File: src/rtl/mem_arb_pkg.sv
// Shared state encoding and port indices for the data-memory arbiter.
// Imported by arb_pick2 and mem_arb.
package mem_arb_pkg;

    typedef enum logic [1:0] {
        IDLE   = 2'd0,
        ACCESS = 2'd1,
        RESP   = 2'd2
    } state_t;

    localparam logic PORT_CPU = 1'b0;
    localparam logic PORT_DMA = 1'b1;

endpackage

File: src/rtl/arb_pick2.sv
// Two-way winner selection for mem_arb.
// MEM_ARB_RR_EN selects round-robin, otherwise port 0 has fixed priority.
module arb_pick2
    import mem_arb_pkg::*;
(
    input  logic i_req0,
    input  logic i_req1,
`ifdef MEM_ARB_RR_EN
    input  logic i_last,
`endif
    output logic o_any,
    output logic o_win
);

    always_comb begin
        o_any = i_req0 | i_req1;
        o_win = PORT_CPU;
        if (i_req0 && i_req1) begin
`ifdef MEM_ARB_RR_EN
            o_win = ~i_last;
`else
            o_win = PORT_CPU;
`endif
        end else if (i_req1) begin
            o_win = PORT_DMA;
        end
    end

endmodule

File: src/rtl/mem_arb.sv
// Two-port arbiter for the single-port data memory (CPU=port 0, loader=port 1).
// Define MEM_ARB_RR_EN for round-robin arbitration; default is fixed priority.
module mem_arb
    import mem_arb_pkg::*;
#(
    parameter int AW = 10,
    parameter int DW = 32
) (
    input  logic          clk,
    input  logic          rst,
    input  logic          m0_req,
    input  logic          m0_we,
    input  logic          m0_bmode,
    input  logic [AW-1:0] m0_addr,
    input  logic [DW-1:0] m0_wd,
    output logic          m0_ack,
    output logic [DW-1:0] m0_rd,
    input  logic          m1_req,
    input  logic          m1_we,
    input  logic          m1_bmode,
    input  logic [AW-1:0] m1_addr,
    input  logic [DW-1:0] m1_wd,
    output logic          m1_ack,
    output logic [DW-1:0] m1_rd,
    output logic          mem_en,
    output logic          mem_we,
    output logic          mem_bmode,
    output logic [AW-1:0] mem_addr,
    output logic [DW-1:0] mem_wd,
    input  logic [DW-1:0] mem_rd,
    output logic          busy
);

    state_t        r_state;
    state_t        w_next;
    logic          r_owner;
    logic          r_we;
    logic          r_bmode;
    logic [AW-1:0] r_addr;
    logic [DW-1:0] r_wd;
    logic [DW-1:0] r_rd0;
    logic [DW-1:0] r_rd1;
    logic          w_any;
    logic          w_win;
    logic          w_grant;
    logic          w_cap0;
    logic          w_cap1;

`ifdef MEM_ARB_RR_EN
    logic r_last;

    always_ff @(posedge clk or posedge rst) begin
        if (rst) begin
            r_last <= PORT_DMA;
        end else if (w_grant) begin
            r_last <= w_win;
        end
    end
`endif

    arb_pick2 u_pick (
        .i_req0 (m0_req),
        .i_req1 (m1_req),
`ifdef MEM_ARB_RR_EN
        .i_last (r_last),
`endif
        .o_any  (w_any),
        .o_win  (w_win)
    );

    always_ff @(posedge clk or posedge rst) begin
        if (rst) begin
            r_state <= IDLE;
        end else begin
            r_state <= w_next;
        end
    end

    always_comb begin
        w_next  = r_state;
        w_grant = 1'b0;
        mem_en  = 1'b0;
        mem_we  = 1'b0;
        m0_ack  = 1'b0;
        m1_ack  = 1'b0;
        w_cap0  = 1'b0;
        w_cap1  = 1'b0;
        busy    = 1'b0;
        case (r_state)
            IDLE: begin
                if (w_any) begin
                    w_next  = ACCESS;
                    w_grant = 1'b1;
                end
            end
            ACCESS: begin
                busy   = 1'b1;
                mem_en = 1'b1;
                mem_we = r_we;
                w_next = RESP;
            end
            RESP: begin
                busy   = 1'b1;
                m0_ack = (r_owner == PORT_CPU);
                m1_ack = (r_owner == PORT_DMA);
                w_cap0 = m0_ack & ~r_we;
                w_cap1 = m1_ack & ~r_we;
                w_next = IDLE;
            end
            default: begin
                w_next = IDLE;
            end
        endcase
    end

    // Requester signals are captured only on the grant edge.
    always_ff @(posedge clk or posedge rst) begin
        if (rst) begin
            r_owner <= PORT_CPU;
            r_we    <= 1'b0;
            r_bmode <= 1'b0;
            r_addr  <= '0;
            r_wd    <= '0;
        end else if (w_grant) begin
            r_owner <= w_win;
            r_we    <= w_win ? m1_we    : m0_we;
            r_bmode <= w_win ? m1_bmode : m0_bmode;
            r_addr  <= w_win ? m1_addr  : m0_addr;
            r_wd    <= w_win ? m1_wd    : m0_wd;
        end
    end

    always_ff @(posedge clk or posedge rst) begin
        if (rst) begin
            r_rd0 <= '0;
            r_rd1 <= '0;
        end else begin
            if (w_cap0) r_rd0 <= mem_rd;
            if (w_cap1) r_rd1 <= mem_rd;
        end
    end

    // Bypass so read data is already visible in the ack cycle.
    assign m0_rd     = w_cap0 ? mem_rd : r_rd0;
    assign m1_rd     = w_cap1 ? mem_rd : r_rd1;
    assign mem_bmode = r_bmode;
    assign mem_addr  = r_addr;
    assign mem_wd    = r_wd;

endmodule

File: config.mk
export PLATFORM = sky130hd
export DESIGN_NAME = mem_arb
export DESIGN_NICKNAME = d
export VERILOG_FILES = /design/src/rtl/mem_arb_pkg.sv /design/src/rtl/arb_pick2.sv /design/src/rtl/mem_arb.sv
export SDC_FILE = /design/constraint.sdc
export NUM_CORES = 1
export LEC_CHECK = 0
export BUFFER_PORTS_ARGS = -buffer_cell sky130_fd_sc_hd__buf_2
export CORE_MARGIN = 10
export CORE_UTILIZATION = 41
export CTS_CLUSTER_SIZE = 25
export DETAILED_ROUTE_END_ITERATION = 10
export PLACE_DENSITY = 0.76
export RECOVER_POWER = 25
export SYNTH_ARGS = -nofsm -noshare
export SYNTH_HDL_FRONTEND = slang
export SYNTH_HIERARCHICAL = 1
export SYNTH_SLANG_ARGS = --single-unit
File: constraint.sdc
create_clock -name clk -period 3.79 [get_ports clk]
set_input_delay 0.758 -clock clk [delete_from_list [all_inputs] [get_ports clk]]
set_output_delay 0.758 -clock clk [all_outputs]
set_load 0.1 [all_outputs]
Word-level counts from Yosys, hierarchy flattened
Cells that the tools add are included.

Equal/unequal tests: 3. Muxes and demuxes: 19. Bitwise gates (word level): 5. Reductions and logical operators: 3.

Operators with widths (count): $mux 32 (3); $mux 1 (13); $mux 10 (1); $pmux 2 s2 (1); $and 1x1->1 (2); $eq 2x1->1 const B (1); $eq 2x2->1 const B (1); $logic_not 2->1 (1); $mux 2 (1); $ne 2x1->1 const B (1); $not 1->1 (2); $reduce_or 2->1 (1); $logic_and 1x1->1 (1); $or 1x1->1 (1).

Bits in registers: 111. Output and inout bits: 112.

Depth between registers and ports, before layout
Word-level depth: 4. Depth in mapped cells: 7.

Hierarchy
Netlist, hierarchy kept.

By module, submodules not included: mem_arb (instances 1, cells each 351, area each 4718.3 um2, sequential area each 2777.7 um2); arb_pick2 (instances 1, cells each 2, area each 12.5 um2, sequential area each 0.0 um2).

Worst setup path after synthesis
OpenSTA, ideal clock, no wires.

Path kind: reg2out. Start: register r_state[0]. End: output m0_rd[1]. Arrival time: 1905 ps. Required time: 3032 ps. Path slack: 1127 ps. Stages on the path, launching flop included: 6. Cell sequence: dfrtp_1 > inv_1 > ha_1 > nor3b_4 > buf_6 > mux2_1.

Cells in the longest elaborated chain, start to end: 3.

RTL lines: from (decl) (RTL line mem_arb.sv:34) `state_t r_state;`; from (signal assigned) (RTL line mem_arb.sv:75) `r_state <= w_next;`; $eq 2x2->1 (RTL line mem_arb.sv:89) `case (r_state)`; $mux 1 (RTL line mem_arb.sv:89); $mux 32 (RTL line mem_arb.sv:144) `assign m0_rd = w_cap0 ? mem_rd : r_rd0;`; to (decl) (RTL line mem_arb.sv:17) `output logic [DW-1:0] m0_rd,`.

Every way passes these cells.

Worst setup path in the final report
Start: register r_state[0]. End: output m1_rd[6].

Cells in the longest elaborated chain, start to end: 3.

RTL lines: $eq 2x2->1 (RTL line mem_arb.sv:89); $mux 1 (RTL line mem_arb.sv:89); $mux 32; to (decl) (RTL line mem_arb.sv:24) `output logic [DW-1:0] m1_rd,`.

Every way passes these cells.

==> qor.log <==
qor: run_status.run_status complete, but fails checks
qor: run_status.violations_in_the_final_reports max-capacitance violations, max-slew violations
qor: floorplanning.start_util 0.416
qor: detailed_routing.detail-route-antenna-nets 0
qor: critical_path.max_stage_delay 0.64 ns
qor: sta.final_setup_skew 0.00457 ns
qor: critical_path.crit_end_category primary output
qor: sta.final.setup.tns 0 ns
qor: final_layout.synthToLayoutAreaGrowth 39.8%
qor: clock_network.worst_case_clock_buffer_depth 2
qor: detailed_routing.drt_pass1_iterations 4
qor: clock_network.clock_root_buffer_master clkbuf_16
qor: floorplanning.pin_count 236
qor: synthesis.synth_seq_area_share 0.587
qor: detailed_routing.drc_errors 0
qor: sta.post-route-period-util 0.898
qor: place.detailedPlace.worstSlack 0.673 ns
qor: sta.rsz0062_at_grt no
qor: clock_network.cts_tree yes
qor: sta.timing.final.max_slew_violations 74
qor: critical_path.start_kind flop
qor: sta.hold_violations 0
qor: clock_network.cts_inserted_buffers 9
qor: final_layout.layout.nets 708
qor: clock_network.clk_pin_slew 0.07 ns
qor: synthesis.synth.ff_latch_count 111
qor: place.weighted_congestion_reported_at_the_end_of_routability_driven_placement 0.813
qor: flow_run.drv.max_cap_violation_count 1
qor: critical_path.timing.critical_path.buf_inv 2
qor: min_path.worstHoldPathType flop to flop
qor: global_routing.grt_pass1_vias 4089
qor: final_layout.sequential_cell_area 2780 sq um
qor: critical_path.kind_of_critical_path flop to primary output
qor: synthesis.syn_inst 353
qor: sta.slew-limit-headroom -0.813
qor: final_layout.antenna-diode-count 0
qor: floorplanning.fp.dieH 127 microns
qor: detailed_routing.avgViaCountPerCell 5.01
qor: synthesis.yosys_warnings 6
qor: critical_path.top_delay_family_on_crit_path simple AND/OR/NAND/NOR gates
qor: sta.finalCriticalPeriod 3.40 ns
qor: critical_path.crit_arrival 2.65 ns
qor: synthesis.synth_nets 482
qor: critical_path.crit_start r_state[0]
qor: synthesis.syn_area 4730 sq um
qor: clock_network.cts_setup_buffers 0
qor: critical_path.r2r_end mem_wd[25]
qor: clock_network.holdBufCountCts 0
qor: sta.layout_setup_ws 0.387 ns
qor: critical_path.worst_path_cell_trace inv_1, ha_1, nand3b_2, mux2_2, buf_2
qor: final_layout.multi_input_area 1780 sq um
qor: place.port-buffer-count 235
qor: sta.timing_worst_slew_pin_value 2.72 ns
qor: floorplanning.floorplan.die_area 16200 sq um
qor: global_routing.grt_overflow 0
qor: critical_path.critPathMaxFanout 32
qor: critical_path.regToRegStartpoint r_state[0]
qor: floorplanning.fp.dieW 127 microns
qor: sta.max_freq 0.294 GHz
qor: synthesis.synth.avg_cell_area 13.4 sq um
qor: clock_network.clock_tree.htree_level_count 3
qor: floorplanning.placement_rows 39
qor: clock_network.cts-resized-gates 0
qor: critical_path.crit_end m1_rd[6]
qor: final_layout.filler_cell_count 936
qor: place.postPlaceCellArea 6310 sq um
qor: floorplanning.core 11400 sq um
qor: critical_path.worst_r2r_path_depth 5
qor: clock_network.worst_skew_pair.late_latency 0.34 ns
qor: critical_path.r2r_setup_slack 1.48 ns
qor: global_routing.all_layer_global_routing_usage 0.161
qor: synthesis.post_synth_num_cell_types 20
qor: detailed_routing.totalWireLength 13.5 mm
qor: place.place_hpwl 10.6 mm
qor: detailed_routing.first_iter_violations 166
qor: global_routing.antenna_found_initial 0
qor: critical_path.cp_data_required_time 3.03 ns
qor: global_routing.grt_first_pass_wirelength 21.2 mm
qor: final_layout.final_cell_area 6610 sq um
qor: sta.finalSetupViolCount 0
qor: clock_network.clock-sinks 111
qor: final_layout.post_route_cells_drive_above_1_share 0.557
qor: critical_path.critPathSlowestCell nand3b_2
qor: critical_path.worst-path-stages 5
qor: detailed_routing.wl_per_cell 18.6 microns
qor: detailed_routing.routed_via_count 3640
qor: global_routing.maximum_number_of_pins_on_one_net_before_global_route_repair 74
-- sequential cells by signal, summed over array words and instances, names as in the netlist --
register / count
r_rd0: 32
mem_bmode: 1
mem_addr: 10
r_rd1: 32
r_state: 2
r_owner: 1
r_we: 1
mem_wd: 32
-- cell usage after synthesis, drive strengths merged --
cell type | number | share of area
nand2b | 1 | 0.0013
mux2 | 67 | 0.16
inv | 3 | 0.0024
clkbuf | 11 | 0.015
buf | 15 | 0.020
and2b | 1 | 0.0016
nand3b | 1 | 0.0024
a21oi | 88 | 0.093
nor3b | 1 | 0.0040
ha | 5 | 0.013
mux2i | 44 | 0.093
and2 | 3 | 0.0042
nor2b | 1 | 0.0013
or2 | 1 | 0.0013
dfrtp | 111 | 0.59
-- through the flow --
| stage | hold slack, ns | std cells | utilization |
|---|---|---|---|
| CTS | 0.481 | 727 | 0.582 |
| global route | 0.504 | 727 | 0.582 |
| global placement | 0.463 | 711 | 0.555 |
| floorplan | 0.507 | 353 | - |
| detailed placement | 0.466 | 711 | 0.555 |
| finish | 0.480 | 727 | 0.582 |
-- placed cells by master (no fill, tap or decap) --
cell / synthesis / routed
bufinv_16: 0 / 1
inv_1: 3 / 3
nor2b_4: 0 / 1
nand3b_2: 1 / 1
mux2_2: 65 / 65
and2_2: 1 / 1
or2_1: 1 / 1
clkinvlp_4: 0 / 1
ha_2: 0 / 1
mux2_1: 2 / 2
clkbuf_16: 0 / 9
clkbuf_8: 3 / 3
clkbuf_2: 0 / 1
buf_4: 1 / 5
buf_2: 11 / 213
and2_1: 2 / 2
and2b_1: 1 / 1
a21oi_1: 88 / 88
buf_12: 0 / 22
mux2i_1: 44 / 44
clkbuf_1: 8 / 2
dfrtp_1: 111 / 111
ha_1: 5 / 4
nor3b_4: 1 / 1
nand2b_1: 1 / 1
-- per-layer routing --
| layer | global-route usage | vias up | share of wire |
|---|---|---|---|
| li1 | - | 1710 | - |
| met1 | 0.186 | 1747 | 0.40 |
| met2 | 0.270 | 164 | 0.49 |
| met3 | 0.0521 | 19 | 0.089 |
| met4 | 0.0683 | 0 | 0.023 |
| met5 | 0 | - | 0 |
-- worst min-delay path by stage --
stage,to,slack [ns],from,depth (start not counted)
CTS,r_rd0[2],0.48,r_rd0[2],1
global placement,r_rd0[2],0.46,r_rd0[2],1
finish,r_rd0[2],0.48,r_rd0[2],1
floorplan,r_state[1],0.51,r_state[1],1
global route,r_rd1[27],0.50,r_rd1[27],1
detailed placement,r_rd0[2],0.47,r_rd0[2],1
-- kinds of logic (layout without fill, tap and decap cells) --
family,Yosys count,count (layout),synth area share
multiplexers,111,111,0.253
flip-flops,111,111,0.587
AO/OA/AOI/OAI,88,88,0.0931
buffers and inverters,29,260,0.0378
AND/OR/NAND/NOR,9,9,0.0161
adder cells (fa/ha/maj),5,5,0.0132
-- layout make-up --
type | count | area share
Clock buffer | 14 | 0.0414
Inverter | 3 | 0.00170
Timing Repair Buffer | 241 | 0.234
Multi-Input combinational cell | 213 | 0.270
Sequential cell | 111 | 0.420
Tap cell | 143 | 0.0271
Clock inverter | 2 | 0.00568
Power is not shown: default switching activity piles up to over one toggle a cycle in this logic, so the estimate is an artifact.
